[config.mk]
export PLATFORM = sky130hd
export DESIGN_NAME = eth_stats_updater
export DESIGN_NICKNAME = d
export VERILOG_FILES = /design/src/rtl/eth_stats_pkg.sv /design/src/rtl/eth_stats_event_slot.sv /design/src/rtl/eth_stats_updater.sv
export SDC_FILE = /design/constraint.sdc
export NUM_CORES = 1
export LEC_CHECK = 0
export BUFFER_PORTS_ARGS = -buffer_cell sky130_fd_sc_hd__buf_2
export CORE_ASPECT_RATIO = 2
export CORE_UTILIZATION = 55
export DETAILED_ROUTE_END_ITERATION = 8
export HOLD_SLACK_MARGIN = 0.08
export PLACE_DENSITY = 0.76
export SKIP_CTS_REPAIR_TIMING = 1
export SLEW_MARGIN = 20
export SYNTH_ARGS = -nofsm -noshare
export SYNTH_HDL_FRONTEND = slang
export SYNTH_SLANG_ARGS = --single-unit
[constraint.sdc]
create_clock -name clk -period 7.8 [get_ports clk]
set_input_delay 0.78 -clock clk [delete_from_list [all_inputs] [get_ports clk]]
set_output_delay 0.78 -clock clk [all_outputs]
set_load 0.005 [all_outputs]
[src/rtl/eth_stats_pkg.sv]
// Shared types and default widths for the Ethernet statistics updater.
package eth_stats_pkg;

   localparam int CNT_WIDTH_DEF   = 64;
   localparam int BYTES_WIDTH_DEF = 16;

   typedef struct packed {
      logic [BYTES_WIDTH_DEF-1:0] bytes;
      logic                       good;
   } stats_event_t;

   typedef enum logic {
      SRC_TX = 1'b0,
      SRC_RX = 1'b1
   } src_e;

   typedef struct packed {
      logic [CNT_WIDTH_DEF-1:0] bytes;
      logic [CNT_WIDTH_DEF-1:0] good;
      logic [CNT_WIDTH_DEF-1:0] bad;
   } stats_acc_t;

   typedef enum logic {
      S_IDLE = 1'b0,
      S_ACK  = 1'b1
   } snap_state_e;

endpackage

[src/rtl/eth_stats_event_slot.sv]
// One-entry holding register for a per-frame result, with a sticky drop flag.
module eth_stats_event_slot #(
   parameter int BYTES_WIDTH = 16
) (
   input  logic                   clk,
   input  logic                   rst_n,
   input  logic                   load_i,
   input  logic [BYTES_WIDTH-1:0] bytes_i,
   input  logic                   good_i,
   input  logic                   grant_i,
   input  logic                   ovf_clr_i,
   output logic                   pending_o,
   output logic [BYTES_WIDTH-1:0] bytes_o,
   output logic                   good_o,
   output logic                   overflow_o
);

   logic                   pending_q, pending_d;
   logic [BYTES_WIDTH-1:0] bytes_q, bytes_d;
   logic                   good_q, good_d;
   logic                   ovf_q, ovf_d;
   logic                   accept;
   logic                   drop;

   // Load when the slot is empty or being drained this cycle; otherwise the new result is lost.
   always_comb begin
      accept    = load_i & (~pending_q | grant_i);
      drop      = load_i & pending_q & ~grant_i;
      pending_d = accept | (pending_q & ~grant_i);
      bytes_d   = accept ? bytes_i : bytes_q;
      good_d    = accept ? good_i  : good_q;
      // A drop in the clearing cycle is a new event and must stay visible.
      ovf_d     = (ovf_q & ~ovf_clr_i) | drop;
   end

   // Slot state register.
   always_ff @(posedge clk or negedge rst_n) begin
      if (!rst_n) begin
         pending_q <= 1'b0;
         bytes_q   <= '0;
         good_q    <= 1'b0;
         ovf_q     <= 1'b0;
      end else begin
         pending_q <= pending_d;
         bytes_q   <= bytes_d;
         good_q    <= good_d;
         ovf_q     <= ovf_d;
      end
   end

   assign pending_o  = pending_q;
   assign bytes_o    = bytes_q;
   assign good_o     = good_q;
   assign overflow_o = ovf_q;

endmodule

[src/rtl/eth_stats_updater.sv]
// Shared TX/RX statistics accumulators with round-robin update path and
// four-phase snapshot/clear handshake.
//
// Snapshot FSM:
//   state  | meaning
//   S_IDLE | waiting for snapshot_req; snapshot taken on the edge that sees it
//   S_ACK  | snapshot_ack high; waiting for snapshot_req to drop
module eth_stats_updater
   import eth_stats_pkg::*;
#(
   parameter int CNT_WIDTH   = CNT_WIDTH_DEF,
   parameter int BYTES_WIDTH = BYTES_WIDTH_DEF
) (
   input  logic                   clk,
   input  logic                   rst_n,
   input  logic                   enable,
   input  logic [BYTES_WIDTH-1:0] tx_frame_bytes,
   input  logic                   tx_frame_good,
   input  logic                   tx_valid,
   input  logic [BYTES_WIDTH-1:0] rx_frame_bytes,
   input  logic                   rx_frame_good,
   input  logic                   rx_valid,
   input  logic                   snapshot_req,
   input  logic                   snapshot_clear,
   output logic                   snapshot_ack,
   output logic [CNT_WIDTH-1:0]   snap_tx_bytes,
   output logic [CNT_WIDTH-1:0]   snap_tx_good,
   output logic [CNT_WIDTH-1:0]   snap_tx_bad,
   output logic [CNT_WIDTH-1:0]   snap_rx_bytes,
   output logic [CNT_WIDTH-1:0]   snap_rx_good,
   output logic [CNT_WIDTH-1:0]   snap_rx_bad,
   output logic [1:0]             overflow
);

   localparam logic [CNT_WIDTH-1:0] ONE = CNT_WIDTH'(1);

   logic                   tx_pend, rx_pend;
   logic [BYTES_WIDTH-1:0] tx_ev_bytes, rx_ev_bytes;
   logic                   tx_ev_good, rx_ev_good;
   logic                   gnt_tx, gnt_rx;
   src_e                   rr_last_q, rr_last_d;

   snap_state_e            state_q, state_d;
   logic                   snap_load;
   logic                   clear_now;

   logic [CNT_WIDTH-1:0]   tx_bytes_q, tx_bytes_d, tx_good_q, tx_good_d, tx_bad_q, tx_bad_d;
   logic [CNT_WIDTH-1:0]   rx_bytes_q, rx_bytes_d, rx_good_q, rx_good_d, rx_bad_q, rx_bad_d;
   logic [CNT_WIDTH-1:0]   snap_tx_bytes_q, snap_tx_good_q, snap_tx_bad_q;
   logic [CNT_WIDTH-1:0]   snap_rx_bytes_q, snap_rx_good_q, snap_rx_bad_q;

   eth_stats_event_slot #(.BYTES_WIDTH(BYTES_WIDTH)) u_tx_slot (
      .clk        (clk),
      .rst_n      (rst_n),
      .load_i     (tx_valid & enable),
      .bytes_i    (tx_frame_bytes),
      .good_i     (tx_frame_good),
      .grant_i    (gnt_tx),
      .ovf_clr_i  (clear_now),
      .pending_o  (tx_pend),
      .bytes_o    (tx_ev_bytes),
      .good_o     (tx_ev_good),
      .overflow_o (overflow[0])
   );

   eth_stats_event_slot #(.BYTES_WIDTH(BYTES_WIDTH)) u_rx_slot (
      .clk        (clk),
      .rst_n      (rst_n),
      .load_i     (rx_valid & enable),
      .bytes_i    (rx_frame_bytes),
      .good_i     (rx_frame_good),
      .grant_i    (gnt_rx),
      .ovf_clr_i  (clear_now),
      .pending_o  (rx_pend),
      .bytes_o    (rx_ev_bytes),
      .good_o     (rx_ev_good),
      .overflow_o (overflow[1])
   );

   // Round-robin grant: a lone pending slot always wins, a tie goes to the source not served last.
   always_comb begin
      gnt_tx    = tx_pend & (~rx_pend | (rr_last_q == SRC_RX));
      gnt_rx    = rx_pend & ~gnt_tx;
      rr_last_d = rr_last_q;
      if (gnt_tx) rr_last_d = SRC_TX;
      else if (gnt_rx) rr_last_d = SRC_RX;
   end

   // Snapshot FSM next state; snapshot and optional clear happen on the IDLE edge that sees req.
   always_comb begin
      state_d   = state_q;
      snap_load = 1'b0;
      unique case (state_q)
         S_IDLE: begin
            if (snapshot_req) begin
               snap_load = 1'b1;
               state_d   = S_ACK;
            end
         end
         S_ACK: begin
            if (!snapshot_req) state_d = S_IDLE;
         end
         default: state_d = S_IDLE;
      endcase
      clear_now = snap_load & snapshot_clear;
   end

   // Accumulator next values: a clear restarts from zero, and a same-cycle grant lands in the new window.
   always_comb begin
      tx_bytes_d = clear_now ? '0 : tx_bytes_q;
      tx_good_d  = clear_now ? '0 : tx_good_q;
      tx_bad_d   = clear_now ? '0 : tx_bad_q;
      rx_bytes_d = clear_now ? '0 : rx_bytes_q;
      rx_good_d  = clear_now ? '0 : rx_good_q;
      rx_bad_d   = clear_now ? '0 : rx_bad_q;
      if (gnt_tx) begin
         tx_bytes_d = tx_bytes_d + CNT_WIDTH'(tx_ev_bytes);
         if (tx_ev_good) tx_good_d = tx_good_d + ONE;
         else            tx_bad_d  = tx_bad_d + ONE;
      end
      if (gnt_rx) begin
         rx_bytes_d = rx_bytes_d + CNT_WIDTH'(rx_ev_bytes);
         if (rx_ev_good) rx_good_d = rx_good_d + ONE;
         else            rx_bad_d  = rx_bad_d + ONE;
      end
   end

   // Control state: arbitration pointer and snapshot FSM.
   always_ff @(posedge clk or negedge rst_n) begin
      if (!rst_n) begin
         rr_last_q <= SRC_RX;
         state_q   <= S_IDLE;
      end else begin
         rr_last_q <= rr_last_d;
         state_q   <= state_d;
      end
   end

   // Accumulators, wrapping naturally at the counter width.
   always_ff @(posedge clk or negedge rst_n) begin
      if (!rst_n) begin
         tx_bytes_q <= '0;
         tx_good_q  <= '0;
         tx_bad_q   <= '0;
         rx_bytes_q <= '0;
         rx_good_q  <= '0;
         rx_bad_q   <= '0;
      end else begin
         tx_bytes_q <= tx_bytes_d;
         tx_good_q  <= tx_good_d;
         tx_bad_q   <= tx_bad_d;
         rx_bytes_q <= rx_bytes_d;
         rx_good_q  <= rx_good_d;
         rx_bad_q   <= rx_bad_d;
      end
   end

   // Snapshot registers capture pre-update accumulator values.
   always_ff @(posedge clk or negedge rst_n) begin
      if (!rst_n) begin
         snap_tx_bytes_q <= '0;
         snap_tx_good_q  <= '0;
         snap_tx_bad_q   <= '0;
         snap_rx_bytes_q <= '0;
         snap_rx_good_q  <= '0;
         snap_rx_bad_q   <= '0;
      end else if (snap_load) begin
         snap_tx_bytes_q <= tx_bytes_q;
         snap_tx_good_q  <= tx_good_q;
         snap_tx_bad_q   <= tx_bad_q;
         snap_rx_bytes_q <= rx_bytes_q;
         snap_rx_good_q  <= rx_good_q;
         snap_rx_bad_q   <= rx_bad_q;
      end
   end

   assign snapshot_ack  = (state_q == S_ACK);
   assign snap_tx_bytes = snap_tx_bytes_q;
   assign snap_tx_good  = snap_tx_good_q;
   assign snap_tx_bad   = snap_tx_bad_q;
   assign snap_rx_bytes = snap_rx_bytes_q;
   assign snap_rx_good  = snap_rx_good_q;
   assign snap_rx_bad   = snap_rx_bad_q;

endmodule

==> results of run 1 <==
## routing by layer
layer  GRT usage  vias up  routed length (µm)
met5           0        -                   0
met4       0.116        0                3330
met3      0.0586      207                6090
met2       0.462      820               45300
met1       0.328    13200               35400
li1            -    12300                   -
## critical path, cell delays in order, from the launching register on
cell,delay (ns)
dfrtp_1,0.41
nand3b_4,0.56
and2_1,0.41
ha_1,0.36
o21ai_0,0.12
o21ai_0,0.37
nand3_1,0.26
a211oi_2,0.73
o21ai_1,0.50
or4_1,0.60
a21oi_1,0.19
## sequential cells by signal (all words and copies together) (netlist names)
| name | count |
|---|---|
| u_rx_slot.overflow_o | 1 |
| snap_rx_bytes | 64 |
| snapshot_ack | 1 |
| u_tx_slot.overflow_o | 1 |
| u_tx_slot.bytes_o | 16 |
| u_rx_slot.bytes_o | 16 |
| snap_tx_bytes | 64 |
| snap_tx_good | 64 |
| rx_bad_q | 64 |
| tx_bytes_q | 64 |
| snap_rx_bad | 64 |
| u_tx_slot.good_o | 1 |
| snap_tx_bad | 64 |
| rr_last_q | 1 |
| u_rx_slot.pending_o | 1 |
| snap_rx_good | 64 |
| u_rx_slot.good_o | 1 |
| rx_good_q | 64 |
| u_tx_slot.pending_o | 1 |
| tx_bad_q | 64 |
| tx_good_q | 64 |
| rx_bytes_q | 64 |
## path summary, 6_finish.rpt
check                                      from          endpoint  slack, ns  cells past startpoint
worst min-delay path                      rst_n  snap_rx_bytes[2]       0.22                      1
worst max-delay path               snapshot_ack    rx_bytes_q[43]       3.18                     10
worst min register to register  snap_tx_bad[40]   snap_tx_bad[40]       0.48                      2
max in group asynchronous                 rst_n   snap_tx_bad[28]       5.73                      3
worst max register to register     snapshot_ack    rx_bytes_q[43]       3.18                     10
min in group clk                   snapshot_req      snapshot_ack       0.38                      1
## final cells by class
type / instances / area [µm²]
clock inverters: 30 / 360
multi-input cells: 2287 / 15700
fillers: 5225 / 23700
inverters: 47 / 176
repair buffers: 455 / 2450
flip-flops and latches: 808 / 20200
clock buffers: 97 / 2050
well taps: 877 / 1100
## placed cells by master, fill, tap and decap left out, types with 8 or more instances in the layout
cell type and n:
nor4_1 29, a211oi_1 9, clkbuf_8 13, xnor2_1 132
and3_1 68, dfrtp_1 807, nand3_1 141, or4_1 34
mux2_2 395, nand4_1 88, nand2_1 357, a21o_1 12
a21oi_1 94, o211ai_1 16, o21ai_0 119, and4_1 29
and2_1 56, o21a_1 13, nand2b_1 10, inv_1 47
clkinv_2 12, nor3_1 61, buf_4 21, buf_2 426
xor2_1 154, o2111ai_1 8, ha_1 36, or3_1 56
nor2_1 263, clkbuf_1 11, o31ai_1 24, clkbuf_16 73
## cell families after synthesis
kind of cell	Yosys count	synth area share
compound gates	324	0.0526
xor+xnor	286	0.0684
fa+ha+maj	38	0.0134
buf+inv	193	0.0205
flops	808	0.552
mux	400	0.123
simple gates	1239	0.170
## power by group
| group | internal, mW | switching [mW] |
|---|---|---|
| registers | 4.45 | 0.181 |
| logic | 0.628 | 0.831 |
| clock network | 2.08 | 1.58 |
==> results.ini, run 1 <==
[layout]
fin_nets=3750
area_growth_pct=14.8
drive_gt1_frac=0.270
num_antenna_cells=0
fin_util=0.640
fin_cells=4601
final_area_mm2=0.0420

[sta]
fin_crit_ns=4.62
grt_setup_unrepaired=false
timing.slew.headroom=0.326
setup_tns_ns=0
final_hold_viol_count=0
worstMarginPinSlew_ns=1.01
layout_worst_path_cycle_share=0.593
setup_slack_ns=3.18
whs_ns=0.219
setup_viol=0
slew_viol_final=0
max_freq_ghz=0.216
fin_worst_skew_ns=0.0242

[power]
leakage_nw=20.4
p_total_mw=9.75
p_per_area_mw_per_mm2=232
ir_drop_mv=0.241

[global_route]
grt_pass1_wl_mm=144
grt_antenna_before_repair=0
grt_pass1_vias=26800
grt_overflow=0
grt_util_all_layers=0.271
grt_max_degree=185

[placement]
portBuffers=427
globalplace.congestion=0.943
dp_cells=4473
pre_cts_slack_ns=2.64
place_area_mm2=0.0396
dp_hpwl_mm=63.4

[synth]
yosysWarnings=0
syn_avg_cell_area_um2=11.1
synth_top_cell_area_share=0.552
synth-main-ff-cell=dfrtp_1
ys_seq_elements=808
synth_edf_count=0
synth_cell_type_count=68
syn-num-nets=3367
syn_area_mm2=0.0366
async_flop_share=1.00
yosys.area.top_type=dfrtp_1
synth_common_cells=dfrtp_1, mux2_2, nand2_1, nor2_1, xor2_1
syn_inst=3288
yosysMostFrequentCell=dfrtp_1
ys_top_cells_by_area=dfrtp_1, mux2_2, xor2_1
synth_seq_area_share=0.552

[clocking]
cts_max_level=3
clkTransAtPathRegs_ns=0.07
worstSkewPairLatency_ns=0.62
cts_tree=yes
cts_buffers=72
cts.path.max_buffers=3
cts.sinks=808
cts-root-buf=clkbuf_16

[floorplanning]
rows=133
start_util=0.557
fp.dieW_um=184
die_h_um=367
die_area_mm2=0.0677
core_area_mm2=0.0657
io_pins=428

[critical_path]
worst_setup_path_end_kind=flip-flop
start_kind=flip-flop
cp_max_fo=39
critPathKind=flip-flop to flip-flop
arrival_ns=5.16
required_ns=8.33

[route]
detail_route.wirelength_mm=90.1
detail-route-antenna-nets=0
via_per_inst=5.76
num_vias=26500
initialDrtViolationCount=1740
drtPass1Iterations=6
wl_per_cell_um=19.6
drc=0

[flow_run]
max_cap_violations=0

[outcome]
status=finished clean

[min_path]
hold_class=primary input to async pin

Power figures use the tool's default switching activity.
==> run 2, diff against run 1 <==
--- a/config.mk
+++ b/config.mk
@@ -7,7 +7,7 @@
 export LEC_CHECK = 0
 export BUFFER_PORTS_ARGS = -buffer_cell sky130_fd_sc_hd__buf_2
 export CORE_ASPECT_RATIO = 2
-export CORE_UTILIZATION = 55
+export CORE_UTILIZATION = 53
 export DETAILED_ROUTE_END_ITERATION = 8
 export HOLD_SLACK_MARGIN = 0.08
 export PLACE_DENSITY = 0.76
==> constraint.sdc (replaced) <==
create_clock -name clk -period 3.7 [get_ports clk]
set_input_delay 0.37 -clock clk [delete_from_list [all_inputs] [get_ports clk]]
set_output_delay 0.37 -clock clk [all_outputs]
set_load 0.005 [all_outputs]
==> run 2 against run 1 <==
  * Critical path depth up 2
  * Sequential cell count unchanged
  * Final area up 2.8%
  * First-iteration DRC count down 4.4%
  * Total power up 120%
  * Critical endpoint is now tx_bytes_q[47]
==> results.ini, run 2 (synthesis results as in run 1) <==
[route]
detail-route-antenna-nets=0
detail_route.wirelength_mm=93.6
num_vias=27200
drtPass1Iterations=6
drc=0
wl_per_cell_um=19.8
via_per_inst=5.75
initialDrtViolationCount=1663

[critical_path]
path_depth=12
critPathKind=flip-flop to flip-flop
path_buf_inv=2
slowest_stage=or4_1
start_kind=flip-flop
arrival_ns=4.10
rr_startpoint=snapshot_ack
worst_setup_path_end_kind=flip-flop
cp_top_family=simple AND/OR/NAND/NOR gates
critPathLaunch=snapshot_ack
max_stage_delay_ns=0.46
cp-endpoint=tx_bytes_q[47]
cp_cell_sequence=nand3b_4 > buf_12 > and2_1 > ha_1 > o21ai_0 > o21ai_0 > nand3_1 > nand3_1 > nand4_1 > buf_4 > or4_1 > nand2_1
ff2ff_setup_slack_ns=0.19
reg2reg_to=tx_bytes_q[47]
reg2reg_depth=12
required_ns=4.28
cp_max_fo=12

[global_route]
grt_pass1_vias=27500
grt_antenna_before_repair=0
grt_overflow=0
grt_pass1_wl_mm=149
grt_util_all_layers=0.269
grt_max_degree=105

[power]
p_seq_frac=0.463
pwr-share-comb=0.151
leakage_nw=21.0
p_clk_frac=0.386
internal_power_mw=15.6
ir_drop_mv=0.537
p_per_area_mw_per_mm2=488
p_switching_mw=5.55
p_sw_frac=0.263

[sta]
setup_slack_ns=0.188
timing.slew.headroom=0.465
fin_crit_ns=3.51
final_hold_viol_count=0
layout_worst_path_cycle_share=0.949
max_freq_ghz=0.285
setup_tns_ns=0
grt_setup_unrepaired=false
slew_viol_final=0
setup_viol=0
fin_worst_skew_ns=0.0156
worstMarginPinSlew_ns=0.802

[layout]
fin_cells=4727
final_cell_mix=dfrtp_1, buf_2, mux2_2
num_antenna_cells=0
drive_gt1_frac=0.282
fin_nets=3856
multi_input_area_mm2=0.0157
fin_util=0.630
mostFrequentLayoutCell=dfrtp_1
fillCellCount=5309
area_growth_pct=18.1
regArea_mm2=0.0202

[floorplanning]
io_pins=428
core_area_mm2=0.0686
die_h_um=374
fp.dieW_um=188
start_util=0.534
rows=136
die_area_mm2=0.0702

[clocking]
cts_tree=yes
cts.path.max_buffers=3
worstSkewPairLatency_ns=0.65
cts_buffers=71
cts-root-buf=clkbuf_16
cts.sinks=808
clkTransAtPathRegs_ns=0.07
cts_max_level=3

[outcome]
status=finished clean

[placement]
globalplace.congestion=0.953
pre_cts_slack_ns=0.119
dp_cells=4561
dp_hpwl_mm=66.8
portBuffers=427

[min_path]
hold_class=primary input to flip-flop

[flow_run]
max_cap_violations=0

-- run 2: changes by cell type in the layout (fill, tap and decap cells not counted), moves of 2 or more --
cell           before  now
clkinv_2           12   14
buf_4              21   78
bufinv_16           7   13
inv_6               6    1
buf_12              6   17
clkbuf_1           11    7
dlygate4sd3_1       0   40
-- run 2: worst min-delay path by stage --
stage | from | endpoint | slack, ns | cells past startpoint
finish | enable | u_tx_slot.overflow_o | 0.09 | 3
global route | enable | u_tx_slot.overflow_o | 0.12 | 3
detailed placement | rst_n | tx_bad_q[30] | 0.46 | 1
CTS | rst_n | tx_bad_q[30] | -0.25 | 1
global placement | rst_n | snap_tx_bad[30] | 0.45 | 1
floorplan | rst_n | rx_bad_q[0] | 0.07 | 0
-- run 2: area by class of cell --
cell class,instances,share of cell area
well taps,897,0.0260
repair buffers,562,0.0803
multi-input cells,2287,0.363
clock inverters,33,0.0117
flip-flops and latches,808,0.468
clock buffers,93,0.0470
inverters,47,0.00408
-- run 2: through the flow --
step           hold WS (ns)  area [µm²]  total power, mW
5_1_grt               0.115       43200             22.0
4_1_cts              -0.248       42800             21.2
3_3_place_gp          0.447       40300             13.0
2_1_floorplan        0.0744       36700             11.9
3_5_place_dp          0.459       40300             13.0
6_report             0.0912       43200             21.1
-- run 2: power by group through the flow --
| stage | logic (mW) | registers (mW) | clock network [mW] |
|---|---|---|---|
| after floorplan | 2.06 | 9.80 | 0 |
| after global placement | 3.05 | 9.90 | 0 |
| after detailed placement | 3.12 | 9.91 | 0 |
| after CTS | 3.14 | 9.76 | 8.32 |
| after global routing | 3.53 | 9.83 | 8.64 |
| final | 3.20 | 9.78 | 8.14 |
-- run 2: worst min-delay path: cells and delay by family --
family | cells | cell delay [ns]
buf+inv | 1 | 0.12
simple gates | 1 | 0.11
compound gates | 1 | 0.08
-- run 2: layer usage --
layer  wire (µm)  global-route usage
met5           0                   0
met1       36400               0.322
met3        6100              0.0604
met4        3190               0.106
met2       47800               0.466
